<file path="config.mk">
export PLATFORM = sky130hd
export DESIGN_NAME = buf_pipe_gea
export DESIGN_NICKNAME = d
export VERILOG_FILES = /design/src/rtl/buf_pipe_gea.sv
export SDC_FILE = /design/constraint.sdc
export NUM_CORES = 1
export LEC_CHECK = 0
export ABC_AREA = 1
export BUFFER_PORTS_ARGS = -buffer_cell sky130_fd_sc_hd__buf_4
export CAP_MARGIN = 20
export CORE_UTILIZATION = 30
export DETAILED_ROUTE_END_ITERATION = 10
export GPL_ROUTABILITY_DRIVEN = 0
export PLACE_DENSITY = 0.63
export SYNTH_ARGS = -nofsm -noshare
export SYNTH_HDL_FRONTEND = slang
export SYNTH_SLANG_ARGS = --single-unit
export TNS_END_PERCENT = 5
</file>
<file path="constraint.sdc">
create_clock -name clk -period 1.96 [get_ports clk]
set_input_delay 0 -clock clk [delete_from_list [all_inputs] [get_ports clk]]
set_output_delay 0 -clock clk [all_outputs]
set_load 0.02 [all_outputs]
</file>
<file path="src/rtl/buf_pipe_gea.sv">
// buf_pipe_gea: DEPTH-stage ready/valid pipeline buffer with bubble collapsing, flush and occupancy count.
//   clk        in   rising-edge clock
//   reset_n    in   asynchronous active-low reset
//   in_valid   in   upstream offers in_data
//   in_ready   out  buffer accepts in_data this cycle
//   in_data    in   [WIDTH] upstream data
//   out_valid  out  last stage holds valid data
//   out_ready  in   downstream accepts out_data
//   out_data   out  [WIDTH] data of last stage
//   flush      in   synchronous clear of all stage valids
//   count      out  [CW] number of valid stages
module buf_pipe_gea #(
    parameter int WIDTH = 8,
    parameter int DEPTH = 2,
    localparam int CW = $clog2(DEPTH + 1)
) (
    input  logic             clk,
    input  logic             reset_n,
    input  logic             in_valid,
    output logic             in_ready,
    input  logic [WIDTH-1:0] in_data,
    output logic             out_valid,
    input  logic             out_ready,
    output logic [WIDTH-1:0] out_data,
    input  logic             flush,
    output logic [CW-1:0]    count
);
    logic [DEPTH-1:0] r_v;
    logic [WIDTH-1:0] r_d [DEPTH];
    logic [DEPTH-1:0] w_ld;
    logic             w_adv;
    logic [DEPTH:0]   w_cat;
    logic [WIDTH-1:0] w_nd [DEPTH];

    // Ready chain from the output side: a stage loads when it is empty or the
    // stage ahead of it moves, and that load is in turn the advance of the stage behind.
    always_comb begin
        w_adv = out_ready;
        w_ld  = '0;
        for (int k = DEPTH - 1; k >= 0; k--) begin
            w_ld[k] = !r_v[k] | w_adv;
            w_adv   = w_ld[k];
        end
    end

    assign in_ready = w_ld[0] & !flush;
    // Valid source of each stage: accepted input for stage 0, previous stage otherwise.
    assign w_cat    = {r_v, in_valid & in_ready};

    always_comb begin
        w_nd[0] = in_data;
        for (int k = 1; k < DEPTH; k++)
            w_nd[k] = r_d[k-1];
    end

    always_ff @(posedge clk or negedge reset_n) begin
        if (!reset_n) begin
            r_v <= '0;
            for (int k = 0; k < DEPTH; k++)
                r_d[k] <= '0;
        end else if (flush) begin
            r_v <= '0;
        end else begin
            for (int k = 0; k < DEPTH; k++)
                if (w_ld[k]) begin
                    r_v[k] <= w_cat[k];
                    r_d[k] <= w_nd[k];
                end
        end
    end

    assign out_valid = r_v[DEPTH-1];
    assign out_data  = r_d[DEPTH-1];
    assign count     = CW'($countones(r_v));
endmodule

</file>
==> results.yml, run 1 <==
synthesis:
  synth-compound-area-share: 0.0123
  muxShareOfSynthArea: 0
  synth.distinct_cells: 13
  synth_fa_ha_area_frac: 0.0154
  synth_warnings: 0
  synth_top_family_by_area: "simple AND/OR/NAND/NOR gates"
  synth_seq_cells: 18
  synth-simple-area-share: 0.308
  netlist_area_um2: 812
  ys_seq_area_frac: 0.555
  synth_xor_area_frac: 0
  ys_top_cells_by_area: "dfrtp_1 (55%), nand2_1 (15%), nand3_1 (9.9%)"
  syn_nets: 101
  synth_top_area_share: 0.555
  synth_cells: 87
  postSynthAreaPerCell_um2: 9.33
  synth_area_leader_cell: "dfrtp_1"
timing:
  relSlewSlack: 0.852
  maxClockFrequency_mhz: 708
  worst_pin_slew_ps: 221
  setup_viol: 0
  final_hold_viol_count: 0
  slew_violations: 0
  fin_crit_sh: 0.720
  finalSetupTns_ps: 0
  clock_skew_ps: 4.84
  rsz0062_at_grt: "no"
  timing.final.crit_period_ps: 1410
floorplan:
  rows: 18
  ios: 25
  fp.dieArea_mm2: 0.00292
  start_util: 0.322
  die_h_um: 54.0
  die_w_um: 54.0
  core_area_mm2: 0.00252
critical_path:
  r2r-end: "r_v[0]"
  critical_path_required_ps: 2180
  path_cells: "nand3_4, a21oi_1, dlygate4sd3_1"
  cp_max_fo: 10
  worst_ep_arrival_time_ps: 1630
  r2r_cells: 3
  cp-end-kind: "flip-flop"
  critical_path.max_stage_delay_ps: 560
  critPathKind: "flip-flop to flip-flop"
  ff2ff_setup_slack_ps: 550
  critPathLaunchType: "flip-flop"
  r2r_start: "r_v[1]"
  crit_path_top_delay_cell: "dlygate4sd3_1"
min_path:
  hold_class: "input pin to async pin"
final_layout:
  area_growth_pct: 34.4
  drive_gt1_frac: 0.276
  mostFrequentLayoutCell: "nand2_1"
  diodes: 0
  final_util: 0.433
  final_nets: 132
  most-common-layout-cells: "nand2_1 (33), buf_4 (24), dfrtp_1 (18)"
clock_network:
  cts_made_buffers: 3
  htreeDepth: 1
  clk_pin_slew_ps: 100
  tritoncts: "yes"
  cts.path.max_buffers: 2
  cts-resized-gates: 0
  clk_root_buffer_cell: "clkbuf_4"
  insertion_delay_ps: 280
  cts.sinks: 18
global_route:
  first_global_vias: 600
  grt_max_degree: 20
  grt_pass1_wl_um: 2700
  gr-usage-all-layers: 0.131
  antenna_found_initial: 0
  gr-total-overflow: 0
detailed_routing:
  drt_wl_total_um: 1550
  vias: 636
  drtIter0Drc: 7
  firstDrtPassIters: 2
  drc: 0
  ant_nets: 0
  wl_per_cell_um: 10.6
  drt-vias-per-instance: 4.36
placed_design:
  dp_hpwl_um: 1070
  io_buffers: 24
flow_run:
  max_cap_violations: 0
outcome:
  outcome: "completed"
power:
  powerDensity_mw_per_mm2: 731
  total_leakage_power_uw: 0.000586
  vdd_drop_max_v: 0.000384
-- layout make-up --
type                    instances  area (µm²)
fillers                       260        1430
flip-flops and latches         18         450
repair buffers                 35         290
multi-input cells              56         273
well taps                      30        37.5
clock buffers                   3        22.5
inverters                       4        17.5
-- layer usage --
| layer | up-vias | global-route usage | part of all wire |
|---|---|---|---|
| met1 | 279 | 0.192 | 0.51 |
| met2 | 20 | 0.195 | 0.43 |
| met3 | 2 | 0.0254 | 0.051 |
| li1 | 335 | - | - |
| met5 | - | 0 | 0 |
| met4 | 0 | 0.0385 | 0.0064 |
-- per-stage QoR --
step	power [µW]	cells	hold WS [ps]	worst slack, ps	cell area [µm²]
2_1_floorplan	561	87	-296	970	812
3_3_place_gp	609	132	-122	1010	958
3_5_place_dp	611	132	-119	949	958
4_1_cts	805	146	102	540	1090
5_1_grt	847	146	115	459	1090
6_report	797	146	114	548	1090
-- registers in the layout, indices dropped and copies added, names as in the netlist --
register / count
r_v: 2
r_d: 8
out_data: 8
-- cells by family after synthesis --
| family | count (synthesis) |
|---|---|
| AO/OA/AOI/OAI | 2 |
| adder cells (fa/ha/maj) | 1 |
| buffers and inverters | 13 |
| flip-flops | 18 |
| AND/OR/NAND/NOR | 53 |
-- critical path: cells and delay by family (launching register included) --
kind	cells	cell delay [ps]
compound gates	1	150
simple gates	1	170
buf+inv	1	560
flops	1	470
-- power breakdown --
group	total [µW]	internal (µW)	switching, µW
registers	436	411	25.3
clock network	178	71.2	106
logic	184	86.9	96.7
-- how the worst max path moves through the flow --
stage / slack, ps / cells past startpoint / start / endpoint
finish: 550 / 3 / r_v[1] / r_v[0]
global route: 460 / 3 / r_v[1] / r_v[0]
CTS: 540 / 3 / r_v[1] / r_v[0]
detailed placement: 950 / 4 / r_v[1] / out_data[2]
global placement: 1010 / 4 / r_v[1] / out_data[7]
floorplan: 970 / 4 / r_v[1] / out_data[0]
-- cells in the mapped netlist (all sizes together) --
cell type / count
a21oi: 1
nand2: 36
nand3: 17
ha: 1
inv: 4
buf: 9
dfrtp: 18
o21ai: 1
-- what timing repair did --
| item | in CTS | in global routing |
|---|---|---|
| hold buffers | 11 | 0 |
| hold endpoints to repair | 28 | 0 |
| setup buffers | 0 | 0 |
| endpoints found under the setup margin | 0 | 0 |
No activity file was read; power rests on OpenSTA's default activity.
==> run 2: changes to the inputs <==
==> constraint.sdc (replaced) <==
create_clock -name clk -period 1.3 [get_ports clk]
set_input_delay 0 -clock clk [delete_from_list [all_inputs] [get_ports clk]]
set_output_delay 0 -clock clk [all_outputs]
set_load 0.02 [all_outputs]
==> results.yml, run 2 (same netlist as run 1, synthesis figures left out) <==
critical_path:
  ff2ff_setup_slack_ps: 300
  cp-end-kind: "output pin"
  critPathKind: "flip-flop to output pin"
  cp_max_fo: 10
  r2r-end: "out_data[2]"
  r2r_start: "r_v[1]"
  r2r_cells: 4
  critical_path_required_ps: 1300
  critPathLaunchType: "flip-flop"
  worst_ep_arrival_time_ps: 1240
timing:
  fin_ws_ps: 59.2
  slew_violations: 0
  clock_skew_ps: 6.04
  fin_crit_sh: 0.954
  final_hold_viol_count: 0
  maxClockFrequency_mhz: 806
  worst_pin_slew_ps: 219
  relSlewSlack: 0.853
  rsz0062_at_grt: "no"
  setup_viol: 0
  timing.final.crit_period_ps: 1240
  finalSetupTns_ps: 0
global_route:
  gr-total-overflow: 0
  antenna_found_initial: 0
  first_global_vias: 608
  grt_pass1_wl_um: 2690
  grtUsageMet2: 0.200
  grt-busiest-layer: "met2"
  met3_usage: 0.0254
  grt_use_met1: 0.187
  grt_max_degree: 20
  gr-usage-all-layers: 0.131
clock_network:
  cts.sinks: 18
  postCtsSetupRepairBufs: 0
  clk_root_buffer_cell: "clkbuf_4"
  cts_made_buffers: 3
  clk_pin_slew_ps: 100
  tritoncts: "yes"
  insertion_delay_ps: 280
  cts.path.max_buffers: 2
  htreeDepth: 1
power:
  vdd_drop_max_v: 0.000579
  total_leakage_power_uw: 0.000583
  powerDensity_mw_per_mm2: 1100
placed_design:
  dp_hpwl_um: 1070
  io_buffers: 24
  dp_slack_ps: 289
flow_run:
  max_cap_violations: 0
final_layout:
  final_nets: 132
  mostFrequentLayoutCell: "nand2_1"
  diodes: 0
  area_growth_pct: 34.5
  drive_gt1_frac: 0.284
  multi_input_area_um2: 273
  most-common-layout-cells: "nand2_1 (33), buf_4 (24), dfrtp_1 (17)"
  fillers: 261
  ff_latch_area_um2: 452
floorplan:
  start_util: 0.322
  die_w_um: 54.0
  die_h_um: 54.0
  core_area_mm2: 0.00252
  fp.dieArea_mm2: 0.00292
  ios: 25
  rows: 18
detailed_routing:
  vias: 636
  wl_per_cell_um: 10.7
  drtIter0Drc: 7
  drt-vias-per-instance: 4.36
  ant_nets: 0
  drc: 0
  drt_wl_total_um: 1570
  firstDrtPassIters: 2
outcome:
  outcome: "completed"
min_path:
  hold_class: "input pin to async pin"
[run 2: metrics by stage]
stage | instances | area (µm²) | hold slack (ps) | util | power [µW]
global route | 146 | 1090 | 115 | 0.433 | 1280
floorplan | 87 | 812 | -296 | - | 846
finish | 146 | 1090 | 114 | 0.433 | 1200
global placement | 132 | 958 | -122 | 0.380 | 918
CTS | 146 | 1090 | 102 | 0.433 | 1210
detailed placement | 132 | 958 | -119 | 0.380 | 922
[run 2: how the worst max path moves through the flow]
stage / slack (ps) / depth (start not counted) / endpoint / startpoint
final: 60 / 4 / in_ready / r_v[0]
after global routing: 1 / 4 / in_ready / r_v[0]
after CTS: 20 / 4 / in_ready / r_v[1]
after detailed placement: 290 / 4 / out_data[2] / r_v[1]
after global placement: 350 / 4 / out_data[7] / r_v[1]
after floorplan: 310 / 4 / out_data[0] / r_v[1]
[run 2: repair_timing]
| item | CTS | global route |
|---|---|---|
| endpoints found under the hold margin | 28 | 0 |
| gates resized for setup | 0 | 1 |
| hold buffers | 11 | 0 |
| endpoints found under the setup margin | 0 | 1 |
[run 2: worst max-delay path: stages (launching register included)]
cell	delay, ps
dfrtp_1	440
nand3_4	170
nand2_4	150
inv_1	50
buf_4	150
[run 2: final cells by class]
type / instances / share of cell area
Clock buffer: 3 / 0.0206
Inverter: 4 / 0.0160
Multi-Input combinational cell: 56 / 0.250
Sequential cell: 18 / 0.414
Tap cell: 30 / 0.0344
Timing Repair Buffer: 35 / 0.266
[run 2: report_power, final]
group	switching, µW	leakage (µW)	total (µW)	internal (µW)
clock network	159	0.0000138	266	107
logic	146	0.000347	277	131
registers	38.2	0.000222	658	620
total	343	0.000583	1200	858
[run 2: per-layer routing]
metal  routed length, µm  share of wire  vias to the layer above
li1                    -              -                      335
met1                 795           0.51                      279
met4                  10         0.0064                        0
met3                  82          0.052                        2
met2                 681           0.43                       20
met5                   0              0                        -
